[config.mk]
export PLATFORM = sky130hd
export DESIGN_NAME = mem_arbiter_flat
export DESIGN_NICKNAME = d
export VERILOG_FILES = /design/src/rtl/mem_arb_pkg.sv /design/src/rtl/mem_arbiter_if.sv /design/src/rtl/mem_arbiter_rr_pick2.sv /design/src/rtl/mem_arbiter.sv /design/src/flat_wrapper.sv
export SDC_FILE = /design/constraint.sdc
export NUM_CORES = 1
export LEC_CHECK = 0
export ABC_AREA = 1
export ABC_CLOCK_PERIOD_IN_PS = 3500
export CORE_AREA = 4 4 334 336
export CTS_CLUSTER_DIAMETER = 150
export DETAILED_ROUTE_END_ITERATION = 16
export DIE_AREA = 0 0 338 340
export HOLD_SLACK_MARGIN = 0.08
export PLACE_DENSITY_LB_ADDON = 0.1
export SLEW_MARGIN = 40
export SYNTH_ARGS = -nofsm -noshare
export SYNTH_HDL_FRONTEND = slang
export SYNTH_SLANG_ARGS = --single-unit
[constraint.sdc]
create_clock -name clk -period 3.5 [get_ports clk]
set_clock_uncertainty 0.1 [all_clocks]
set_input_delay 0.525 -clock clk [delete_from_list [all_inputs] [get_ports clk]]
set_output_delay 0.525 -clock clk [all_outputs]
set_load 0.05 [all_outputs]
[src/rtl/mem_arb_pkg.sv]
// Shared types and constants for the I/D-cache memory arbiter.
// Imported by the bus interface, the pick logic and the arbiter top.
package mem_arb_pkg;

  localparam int DEF_ADDR_W = 28;
  localparam int DEF_DATA_W = 128;

  localparam logic [1:0] ST_IDLE  = 2'd0;
  localparam logic [1:0] ST_GNT_I = 2'd1;
  localparam logic [1:0] ST_GNT_D = 2'd2;

  localparam logic REQ_I = 1'b0;
  localparam logic REQ_D = 1'b1;

  typedef enum logic [1:0] {
    IDLE  = ST_IDLE,
    GNT_I = ST_GNT_I,
    GNT_D = ST_GNT_D
  } state_t;

endpackage

[src/rtl/mem_arbiter_if.sv]
// Block-transfer bus between a cache and memory.
// The master issues read/write requests; the slave returns data and ready.
interface mem_arbiter_if
  import mem_arb_pkg::*;
#(
  parameter int ADDR_W = DEF_ADDR_W,
  parameter int DATA_W = DEF_DATA_W
);

  logic              read;
  logic              write;
  logic [ADDR_W-1:0] addr;
  logic [DATA_W-1:0] wdata;
  logic [DATA_W-1:0] rdata;
  logic              ready;

  modport master (
    output read, write, addr, wdata,
    input  rdata, ready
  );

  modport slave (
    input  read, write, addr, wdata,
    output rdata, ready
  );

endinterface

[src/rtl/mem_arbiter_rr_pick2.sv]
// Two-way requester pick: round-robin on ties,
// or strict D-cache priority when FIXED_PRIO is set.
module rr_pick2
  import mem_arb_pkg::*;
#(
  parameter bit FIXED_PRIO = 1'b0
) (
  input  logic [1:0] pend,
  input  logic       last,
  output logic       vld,
  output logic       pick
);

  always_comb begin
    vld  = |pend;
    pick = REQ_I;
    unique case (pend)
      // on a tie the side not served last wins
      2'b11:   pick = FIXED_PRIO ? REQ_D : ~last;
      2'b10:   pick = REQ_D;
      default: pick = REQ_I;
    endcase
  end

endmodule

[src/rtl/mem_arbiter.sv]
// Shares one 128-bit memory port between the I-cache and D-cache,
// serialising block transfers with a three-state grant FSM.
module mem_arbiter
  import mem_arb_pkg::*;
#(
  parameter int ADDR_W     = DEF_ADDR_W,
  parameter int DATA_W     = DEF_DATA_W,
  parameter bit FIXED_PRIO = 1'b0
) (
  input  logic          clk,
  input  logic          proc_reset,
  mem_arbiter_if.slave  i_mem,
  mem_arbiter_if.slave  d_mem,
  mem_arbiter_if.master mem,
  output logic [1:0]    grant
);

  state_t state_q, state_d;
  logic   last_q, last_d;

  logic              pick_vld;
  logic              pick;
  logic [1:0]        pend;

  logic              rd;
  logic              wr;
  logic [ADDR_W-1:0] addr;
  logic [DATA_W-1:0] wdata;
  logic              i_rdy;
  logic              d_rdy;
  logic [1:0]        gnt;

  assign pend = {d_mem.read | d_mem.write,
                 i_mem.read | i_mem.write};

  rr_pick2 #(
    .FIXED_PRIO(FIXED_PRIO)
  ) u_pick (
    .pend(pend),
    .last(last_q),
    .vld (pick_vld),
    .pick(pick)
  );

  always_ff @(posedge clk or posedge proc_reset) begin
    if (proc_reset) begin
      state_q <= IDLE;
      last_q  <= REQ_I;
    end else begin
      state_q <= state_d;
      last_q  <= last_d;
    end
  end

  always_comb begin
    state_d = state_q;
    last_d  = last_q;
    rd      = 1'b0;
    wr      = 1'b0;
    addr    = '0;
    wdata   = '0;
    i_rdy   = 1'b0;
    d_rdy   = 1'b0;
    gnt     = 2'b00;
    unique case (state_q)
      IDLE: begin
        if (pick_vld)
          state_d = (pick == REQ_D) ? GNT_D : GNT_I;
      end
      GNT_I: begin
        rd    = i_mem.read;
        wr    = i_mem.write;
        addr  = i_mem.addr;
        wdata = i_mem.wdata;
        i_rdy = mem.ready;
        gnt   = 2'b01;
        if (mem.ready) begin
          state_d = IDLE;
          last_d  = REQ_I;
        end
      end
      GNT_D: begin
        rd    = d_mem.read;
        wr    = d_mem.write;
        addr  = d_mem.addr;
        wdata = d_mem.wdata;
        d_rdy = mem.ready;
        gnt   = 2'b10;
        if (mem.ready) begin
          state_d = IDLE;
          last_d  = REQ_D;
        end
      end
      default: state_d = IDLE;
    endcase
  end

  assign mem.read    = rd;
  assign mem.write   = wr;
  assign mem.addr    = addr;
  assign mem.wdata   = wdata;
  assign i_mem.ready = i_rdy;
  assign d_mem.ready = d_rdy;
  // read data is broadcast; each cache latches only on its own ready
  assign i_mem.rdata = mem.rdata;
  assign d_mem.rdata = mem.rdata;
  assign grant       = gnt;

endmodule

[src/flat_wrapper.sv]
// flat-port wrapper written by rule: the top's interface ports become plain ports
module mem_arbiter_flat import mem_arb_pkg::*;
#(
  parameter int ADDR_W     = DEF_ADDR_W,
  parameter int DATA_W     = DEF_DATA_W,
  parameter bit FIXED_PRIO = 1'b0
)
  (clk, proc_reset, grant, i_mem_read, i_mem_write, i_mem_addr, i_mem_wdata, i_mem_rdata, i_mem_ready, d_mem_read, d_mem_write, d_mem_addr, d_mem_wdata, d_mem_rdata, d_mem_ready, mem_read, mem_write, mem_addr, mem_wdata, mem_rdata, mem_ready);
  mem_arbiter_if #(.ADDR_W(ADDR_W), .DATA_W(DATA_W)) i_mem_i ();
  mem_arbiter_if #(.ADDR_W(ADDR_W), .DATA_W(DATA_W)) d_mem_i ();
  mem_arbiter_if #(.ADDR_W(ADDR_W), .DATA_W(DATA_W)) mem_i ();
  input  logic clk;
  input  logic proc_reset;
  output logic [1:0] grant;
  input wire logic [$bits(i_mem_i.read)-1:0] i_mem_read;
  input wire logic [$bits(i_mem_i.write)-1:0] i_mem_write;
  input wire logic [$bits(i_mem_i.addr)-1:0] i_mem_addr;
  input wire logic [$bits(i_mem_i.wdata)-1:0] i_mem_wdata;
  output wire logic [$bits(i_mem_i.rdata)-1:0] i_mem_rdata;
  output wire logic [$bits(i_mem_i.ready)-1:0] i_mem_ready;
  input wire logic [$bits(d_mem_i.read)-1:0] d_mem_read;
  input wire logic [$bits(d_mem_i.write)-1:0] d_mem_write;
  input wire logic [$bits(d_mem_i.addr)-1:0] d_mem_addr;
  input wire logic [$bits(d_mem_i.wdata)-1:0] d_mem_wdata;
  output wire logic [$bits(d_mem_i.rdata)-1:0] d_mem_rdata;
  output wire logic [$bits(d_mem_i.ready)-1:0] d_mem_ready;
  output wire logic [$bits(mem_i.read)-1:0] mem_read;
  output wire logic [$bits(mem_i.write)-1:0] mem_write;
  output wire logic [$bits(mem_i.addr)-1:0] mem_addr;
  output wire logic [$bits(mem_i.wdata)-1:0] mem_wdata;
  input wire logic [$bits(mem_i.rdata)-1:0] mem_rdata;
  input wire logic [$bits(mem_i.ready)-1:0] mem_ready;
  assign i_mem_i.read = i_mem_read;
  assign i_mem_i.write = i_mem_write;
  assign i_mem_i.addr = i_mem_addr;
  assign i_mem_i.wdata = i_mem_wdata;
  assign i_mem_rdata = i_mem_i.rdata;
  assign i_mem_ready = i_mem_i.ready;
  assign d_mem_i.read = d_mem_read;
  assign d_mem_i.write = d_mem_write;
  assign d_mem_i.addr = d_mem_addr;
  assign d_mem_i.wdata = d_mem_wdata;
  assign d_mem_rdata = d_mem_i.rdata;
  assign d_mem_ready = d_mem_i.ready;
  assign mem_read = mem_i.read;
  assign mem_write = mem_i.write;
  assign mem_addr = mem_i.addr;
  assign mem_wdata = mem_i.wdata;
  assign mem_i.rdata = mem_rdata;
  assign mem_i.ready = mem_ready;
  mem_arbiter #(.ADDR_W(ADDR_W), .DATA_W(DATA_W), .FIXED_PRIO(FIXED_PRIO)) u_core (.clk(clk), .proc_reset(proc_reset), .i_mem(i_mem_i), .d_mem(d_mem_i), .mem(mem_i), .grant(grant));
endmodule
; ---- Yosys cells after proc, flatten, opt, wreduce, memory -nomap -nowiden
; Cells that the tools add are included.
[totals]
romBits = 0
latch_bits = 0
ramBits = 0
ff_bits = 3
inputBits = 447
n_memories = 0
word_cells = 34
[classes]
shift = 0
mul = 0
n_mux = 15
n_div = 0
magnitude_cmp = 0
reduce_logical = 6
add_sub_neg = 0
n_eq_ne = 8
bitwise_logic = 3
[op_table]
columns = operator, count
row1 = $pmux 128 s2, 1
row2 = $pmux 28 s2, 1
row3 = $pmux 1 s2, 4
row4 = $pmux 2 s2, 2
row5 = $eq 2x2->1 const B, 3
row6 = $mux 2, 3
row7 = $mux 1, 4
row8 = $ne 2x1->1 const B, 2
row9 = $ne 2x2->1 const B, 2
row10 = $reduce_or 2->1, 2
row11 = $reduce_and 3->1, 1
row12 = $eq 2x1->1 const B, 1
row13 = $logic_not 2->1, 1
row14 = $or 1x1->1, 2
row15 = $reduce_and 2->1, 1
row16 = $reduce_bool 2->1, 1
row17 = $not 1->1, 1

; ---- Longest topological paths before layout
; Gate-level depths: netlist of run 1.
[depth]
depth_word = 6
mapped_depth = 7
depth_no_buf = 7

; ---- Modules after synthesis
; From an unflattened synthesis of run 1, not the netlist that was laid out.
[unflattened]
hier_cells = 823
hier_area_um2 = 4543.1
[by_module_without_submodules]
columns = mod, cells_per_inst, seq_area_each_um2, instances, area_each_um2
row1 = mem_arbiter, 820, 75.1, 1, 4528.1
row2 = rr_pick2, 3, 0.0, 1, 15.0

; ---- Least setup slack after synthesis of run 1
; OpenSTA, ideal clock, no wires.
[synth_timing]
path_type = register to output
from = reg u_core.state_q[0]
to = out mem_addr[21]
arrival_time_ns = 1.872
path_stages_with_launch = 7
setup_slack_ns = 1.003
path_cell_list = dfrtp_1 inv_1 ha_1 inv_2 buf_4 clkbuf_1 a21oi_1
[synth_between]
elab_chain_len = 2
word_cells_on_any_way = 3
classes_between = eq/ne (2) / mux (1)
[synth_lines]
columns = item, line
row1 = "start, declared", mem_arbiter.sv:18  ; state_t state_q, state_d;
row2 = "start signal, assigned", mem_arbiter.sv:50  ; state_q <= state_d;
row3 = $eq 2x2->1 or $eq 2x1->1 (tied branches), mem_arbiter.sv:65  ; unique case (state_q)
row4 = $pmux 28 s2 *, mem_arbiter.sv:65
row5 = "end, declared", flat_wrapper.sv:29  ; output wire logic [$bits(mem_i.addr)-1:0] mem_addr;
; Every way passes the cells marked *; elsewhere a longest branch is shown, timed or not.

; ---- Worst setup path after layout of run 1
[layout_timing]
from = reg u_core.state_q[0]
to = out mem_wdata[21]
[layout_between]
elab_chain_len = 2
word_cells_on_any_way = 3
classes_between = eq/ne (2) / mux (1)
[layout_lines]
columns = item, line
row1 = $eq 2x2->1 or $eq 2x1->1 (tied branches), mem_arbiter.sv:65
row2 = $pmux 128 s2 *, mem_arbiter.sv:65
row3 = "end, declared", flat_wrapper.sv:30  ; output wire logic [$bits(mem_i.wdata)-1:0] mem_wdata;
; Marked as above.

==> qor.yml, run 1 <==
clockRootBuffer: "clkbuf_16"
dr.pass1.iters: 4
hold_path.class: "reg2reg"
p_leak_nw: 2.742
hold_depth: 2
port_buffers: 480
worstSetupPathType: "reg2out"
p_clk_share_pct: 3.0
io_pins: 865
seqPwrFrac_pct: 1.1
num_rows: 121
max_cap_violations: 0
cp_data_arrival_time_ps: 2680
grt_first_pass_wirelength_um: 48760
hp-start: "u_core.last_q$_DFFE_PP0P_"
synthesis.nets: 1266
hpwl_um: 33000
clock_latency_ps: 220
wl_per_cell_um: 15.46
met1_length_um: 14130
finalMaxSlewViolations: 0
clock_sinks: 3
switching_share_pct: 66.76
multi_input_area_um2: 2125
fin_crit_sh_pct: 94.34
p_sw_w: 0.004093
htree_levels: 1
top_layer_used: "met5"
die_h_um: 340
gp_congestion: 0.6735
area_growth_pct: 101.2
cts_setup_buffers: 0
wl_met2_um: 16980
dieArea_um2: 114900
die_x_um: 338
critPathCaptureType: "output pin"
cts.repair.resized: 0
ctsHoldBuffers: 0
cp.required_ps: 2870
clkTransAtPathRegs_ps: 30
antenna_found_initial: 6
tritoncts: "built"
fin_util_pct: 8.419
drive_gt1_share_pct: 7.291
nFillCells: 12800
vdd.ir_drop.worst_v: 0.0003824
clockBufferDepth: 2
cts_made_buffers: 3
syn_area_um2: 4543
ys_types: 14
combPwrFrac_pct: 95.9
grt_pass1_vias: 6122
yosys_warnings: 0
yosysSeqAreaShare_pct: 1.652
ant_nets: 0
reg2reg_from: "u_core.state_q[0]$_DFFE_PP0P_"
worstSetupStartpointType: "register"
r2r_cells: 7
wl_met3_um: 4884
status: "complete, no violations"
dr.first_iter.drc_count: 116
grt_setup_unrepaired: "false"
hold_viol_final: 0
synthCells: 815
vias: 5580
syn_area_per_cell_um2: 5.574
max_freq_mhz: 302.9
grt_max_degree: 49
setup_tns_ps: 0
p_per_area_nw_per_um2: 670.9
ys_ff_latch: 3
fin_crit_ps: 3302
core_area_um2: 108600
final_nets: 1467
critPathMaxFanout: 48
layout_commonest_cell: "clkdlybuf4s50_1"
seq_area_um2: 75.07
grt_usage_pct: 5.990
route.detailed.drc: 0
grt_overflow_total: 0
routed_wl_um: 37570
finalPower_w: 0.006131
reg2reg_slack_ps: 1620
start_util_pct: 4.185
p_int_w: 0.002038
reg2reg_to: "u_core.state_q[1]$_DFFE_PP0P_"
maxSlewHeadroom_pct: 56.67
worst_pin_slew_ps: 652.0
finalSetupViolations: 0
viasPerCell: 2.296
final_cell_mix: "438 x clkdlybuf4s50_1, 325 x nand2_1, 158 x a21oi_1"
hold_path_end: "u_core.last_q$_DFFE_PP0P_"
power groups by stage:
stage               logic, W  clock network, W  registers [W]
detailed placement   0.00611                 0      0.0000689
finish               0.00588          0.000182      0.0000679
CTS                  0.00613          0.000186      0.0000685
global route         0.00634          0.000190      0.0000705
floorplan            0.00433                 0      0.0000597
global placement     0.00618                 0      0.0000684
worst max-delay path, stage by stage (launching register included):
cell	delay, ps
dfrtp_1	430
inv_1	140
ha_4	200
buf_12	180
buf_12	230
nand2_1	90
a21oi_1	220
clkdlybuf4s50_1	870
state kept, by name, summed over array words and instances, names as in the netlist:
signal,cells
u_core.state_q,2
u_core.last_q,1
layer usage:
metal,track usage [%],vias to the layer above
met2,10.12,399
met4,2.116,4
met1,6.484,2353
met3,2.927,126
met5,0,-
li1,-,2698
cells in the mapped netlist:
| library cell | n | share of area [%] |
|---|---|---|
| ha_1 | 4 | 1.1 |
| nand3_1 | 2 | 0.22 |
| clkbuf_1 | 12 | 0.99 |
| a21oi_1 | 158 | 17 |
| buf_2 | 12 | 1.3 |
| inv_1 | 6 | 0.50 |
| buf_4 | 262 | 43 |
| nand2_1 | 325 | 27 |
| inv_2 | 1 | 0.083 |
| dfrtp_1 | 3 | 1.7 |
| or2_0 | 1 | 0.14 |
| nor2_1 | 2 | 0.17 |
| o21ai_0 | 3 | 0.33 |
| buf_6 | 24 | 5.9 |
per-stage QoR:
step | hold WS (ps) | setup WS (ps) | area [um^2] | instances
floorplan | 178.6 | 1003 | 4543 | 815
global placement | 380.9 | 350.6 | 9057 | 2425
detailed placement | 381.6 | 359.1 | 9057 | 2425
CTS | 389.6 | 116.3 | 9136 | 2429
global route | 411.4 | 80.10 | 9136 | 2429
finish | 387.3 | 198.1 | 9139 | 2430
how the worst max path moves through the flow:
stage,start,to,slack [ps],cells past startpoint
final,u_core.state_q[0]$_DFFE_PP0P_,mem_wdata[21],200,7
after floorplan,u_core.state_q[0]$_DFFE_PP0P_,mem_addr[21],1000,6
after global routing,u_core.state_q[0]$_DFFE_PP0P_,mem_wdata[21],80,7
after CTS,u_core.state_q[0]$_DFFE_PP0P_,mem_wdata[34],120,7
after detailed placement,u_core.state_q[0]$_DFFE_PP0P_,mem_wdata[34],360,7
after global placement,u_core.state_q[0]$_DFFE_PP0P_,mem_wdata[21],350,7
layout make-up:
| type | count | area share [%] |
|---|---|---|
| repair buffers | 506 | 55.34 |
| well taps | 1414 | 19.36 |
| clock buffers | 4 | 0.8625 |
| diodes | 1 | 0.02738 |
| inverters | 7 | 0.3423 |
| flip-flops and latches | 3 | 0.8215 |
| multi-input cells | 495 | 23.25 |
cells by family after synthesis:
family                   after synthesis  share of synthesized area (%)
AO/OA/AOI/OAI                        161                          17.74
adder cells (fa/ha/maj)                4                          1.102
buffers and inverters                317                          52.13
flip-flops                             3                          1.652
AND/OR/NAND/NOR                      330                          27.38
No activity file was read; power rests on OpenSTA's default activity.
==> run 2, diff against run 1 <==
--- a/config.mk
+++ b/config.mk
@@ -8,11 +8,11 @@
 export ABC_AREA = 1
 export ABC_CLOCK_PERIOD_IN_PS = 3500
 export CORE_AREA = 4 4 334 336
-export CTS_CLUSTER_DIAMETER = 150
 export DETAILED_ROUTE_END_ITERATION = 16
 export DIE_AREA = 0 0 338 340
 export HOLD_SLACK_MARGIN = 0.08
 export PLACE_DENSITY_LB_ADDON = 0.1
+export RECOVER_POWER = 25
 export SLEW_MARGIN = 40
 export SYNTH_ARGS = -nofsm -noshare
 export SYNTH_HDL_FRONTEND = slang
==> run 2 against run 1 <==
  * Hold slack is the same
  * Non-clock buffer count is the same
  * Die area is the same
  * First-iteration DRC count stayed put
  * Clock power is essentially flat
==> qor.yml, run 2 (synthesized netlist as in run 1, its figures left out) <==
cp.required_ps: 2870
grt_overflow_total: 0
p_leak_nw: 2.742
num_rows: 121
critPathCaptureType: "output pin"
hp-start: "u_core.last_q$_DFFE_PP0P_"
routed_wl_um: 37570
dr.first_iter.drc_count: 116
grt_usage_pct: 5.990
critPathMaxFanout: 48
antenna_found_initial: 6
finalSetupViolations: 0
p_int_w: 0.002037
die_x_um: 338
switching_share_pct: 66.77
core_area_um2: 108600
hold_path.class: "reg2reg"
wl_per_cell_um: 15.46
hpwl_um: 33000
vias: 5580
p_sw_w: 0.004093
grt_setup_unrepaired: "false"
clock_sinks: 3
setup_tns_ps: 0
cts_made_buffers: 3
nFillCells: 12800
layout_commonest_cell: "clkdlybuf4s50_1"
cp_data_arrival_time_ps: 2680
top_regs: "u_core.state_q (2), u_core.last_q (1)"
die_h_um: 340
final_cell_mix: "437 x clkdlybuf4s50_1, 325 x nand2_1, 158 x a21oi_1"
viasPerCell: 2.296
cts.repair.resized: 0
io_pins: 865
p_per_area_nw_per_um2: 670.9
seqPwrFrac_pct: 1.1
vdd.ir_drop.worst_v: 0.0003824
max_cap_violations: 0
regMostFlops: "u_core.state_q"
worstSetupPathType: "reg2out"
status: "complete, no violations"
worstSetupStartpoint: "u_core.state_q[0]$_DFFE_PP0P_"
finalMaxSlewViolations: 0
largest_reg_flops: 2
grt_first_pass_wirelength_um: 48760
final_nets: 1467
tritoncts: "built"
start_util_pct: 4.185
maxSlewHeadroom_pct: 56.67
ctsHoldBuffers: 0
clkTransAtPathRegs_ps: 30
gp_congestion: 0.6735
clock_latency_ps: 220
port_buffers: 480
worstSetupStartpointType: "register"
cts_setup_buffers: 0
hold_viol_final: 0
clockBufferDepth: 2
fin_crit_ps: 3302
reg2reg_from: "u_core.state_q[0]$_DFFE_PP0P_"
finalPower_w: 0.006131
drive_gt1_share_pct: 7.291
dieArea_um2: 114900
combPwrFrac_pct: 95.9
max_freq_mhz: 302.9
clockRootBuffer: "clkbuf_16"
htree_levels: 1
area_growth_pct: 101.2
p_clk_share_pct: 3.0
dr.pass1.iters: 4
ant_nets: 0
grt_max_degree: 49
fin_crit_sh_pct: 94.34
fin_util_pct: 8.419
route.detailed.drc: 0
grt_pass1_vias: 6122
worst_pin_slew_ps: 652.0
## run 2: cell count changes in the layout (fill, tap and decap cells not counted)
cell / previous run / this run
dlygate4sd3_1: 0 / 1
clkdlybuf4s50_1: 438 / 437
## run 2: routing by layer
metal / vias to the layer above / track usage, % / wire [um]
met5: - / 0 / 27
met4: 4 / 2.116 / 1555
met3: 126 / 2.927 / 4884
met2: 399 / 10.12 / 16980
met1: 2353 / 6.484 / 14130
li1: 2698 / - / -
## run 2: final timing paths
check,to,depth (start not counted),slack (ps)
max,mem_wdata[21],7,200
min,u_core.last_q$_DFFE_PP0P_,2,390
max reg2reg,u_core.state_q[1]$_DFFE_PP0P_,7,1620
min reg2reg,u_core.last_q$_DFFE_PP0P_,2,390
max in group asynchronous,u_core.state_q[1]$_DFFE_PP0P_,2,2620
min in group asynchronous,u_core.state_q[0]$_DFFE_PP0P_,2,540
## run 2: power groups by stage
stage / logic (W) / registers [W] / clock network [W]
after CTS: 0.00613 / 0.0000685 / 0.000186
after floorplan: 0.00433 / 0.0000597 / 0
after global placement: 0.00618 / 0.0000684 / 0
after detailed placement: 0.00611 / 0.0000689 / 0
after global routing: 0.00634 / 0.0000705 / 0.000190
final: 0.00588 / 0.0000679 / 0.000182
## run 2: stage by stage
step           area [um^2]  std cells  worst slack [ps]  hold WS, ps
2_1_floorplan         4543        815              1003        178.6
3_3_place_gp          9057       2425             350.6        380.9
3_5_place_dp          9057       2425             359.1        381.6
4_1_cts               9136       2429             116.3        389.6
5_1_grt               9136       2429             80.10        411.4
6_report              9139       2430             198.1        387.3
## run 2: final cells by class
| class | count | area (um^2) | area share (%) |
|---|---|---|---|
| diodes | 1 | 2.502 | 0.02738 |
| clock buffers | 4 | 78.83 | 0.8625 |
| inverters | 7 | 31.28 | 0.3423 |
| multi-input cells | 495 | 2125 | 23.25 |
| flip-flops and latches | 3 | 75.07 | 0.8215 |
| well taps | 1414 | 1769 | 19.36 |
| repair buffers | 506 | 5057 | 55.34 |
## run 2: critical path, stage by stage (launching register included)
cell and delay (ps):
dfrtp_1 430, inv_1 140, ha_4 200, buf_12 180, buf_12 230, nand2_1 90
a21oi_1 220, clkdlybuf4s50_1 870
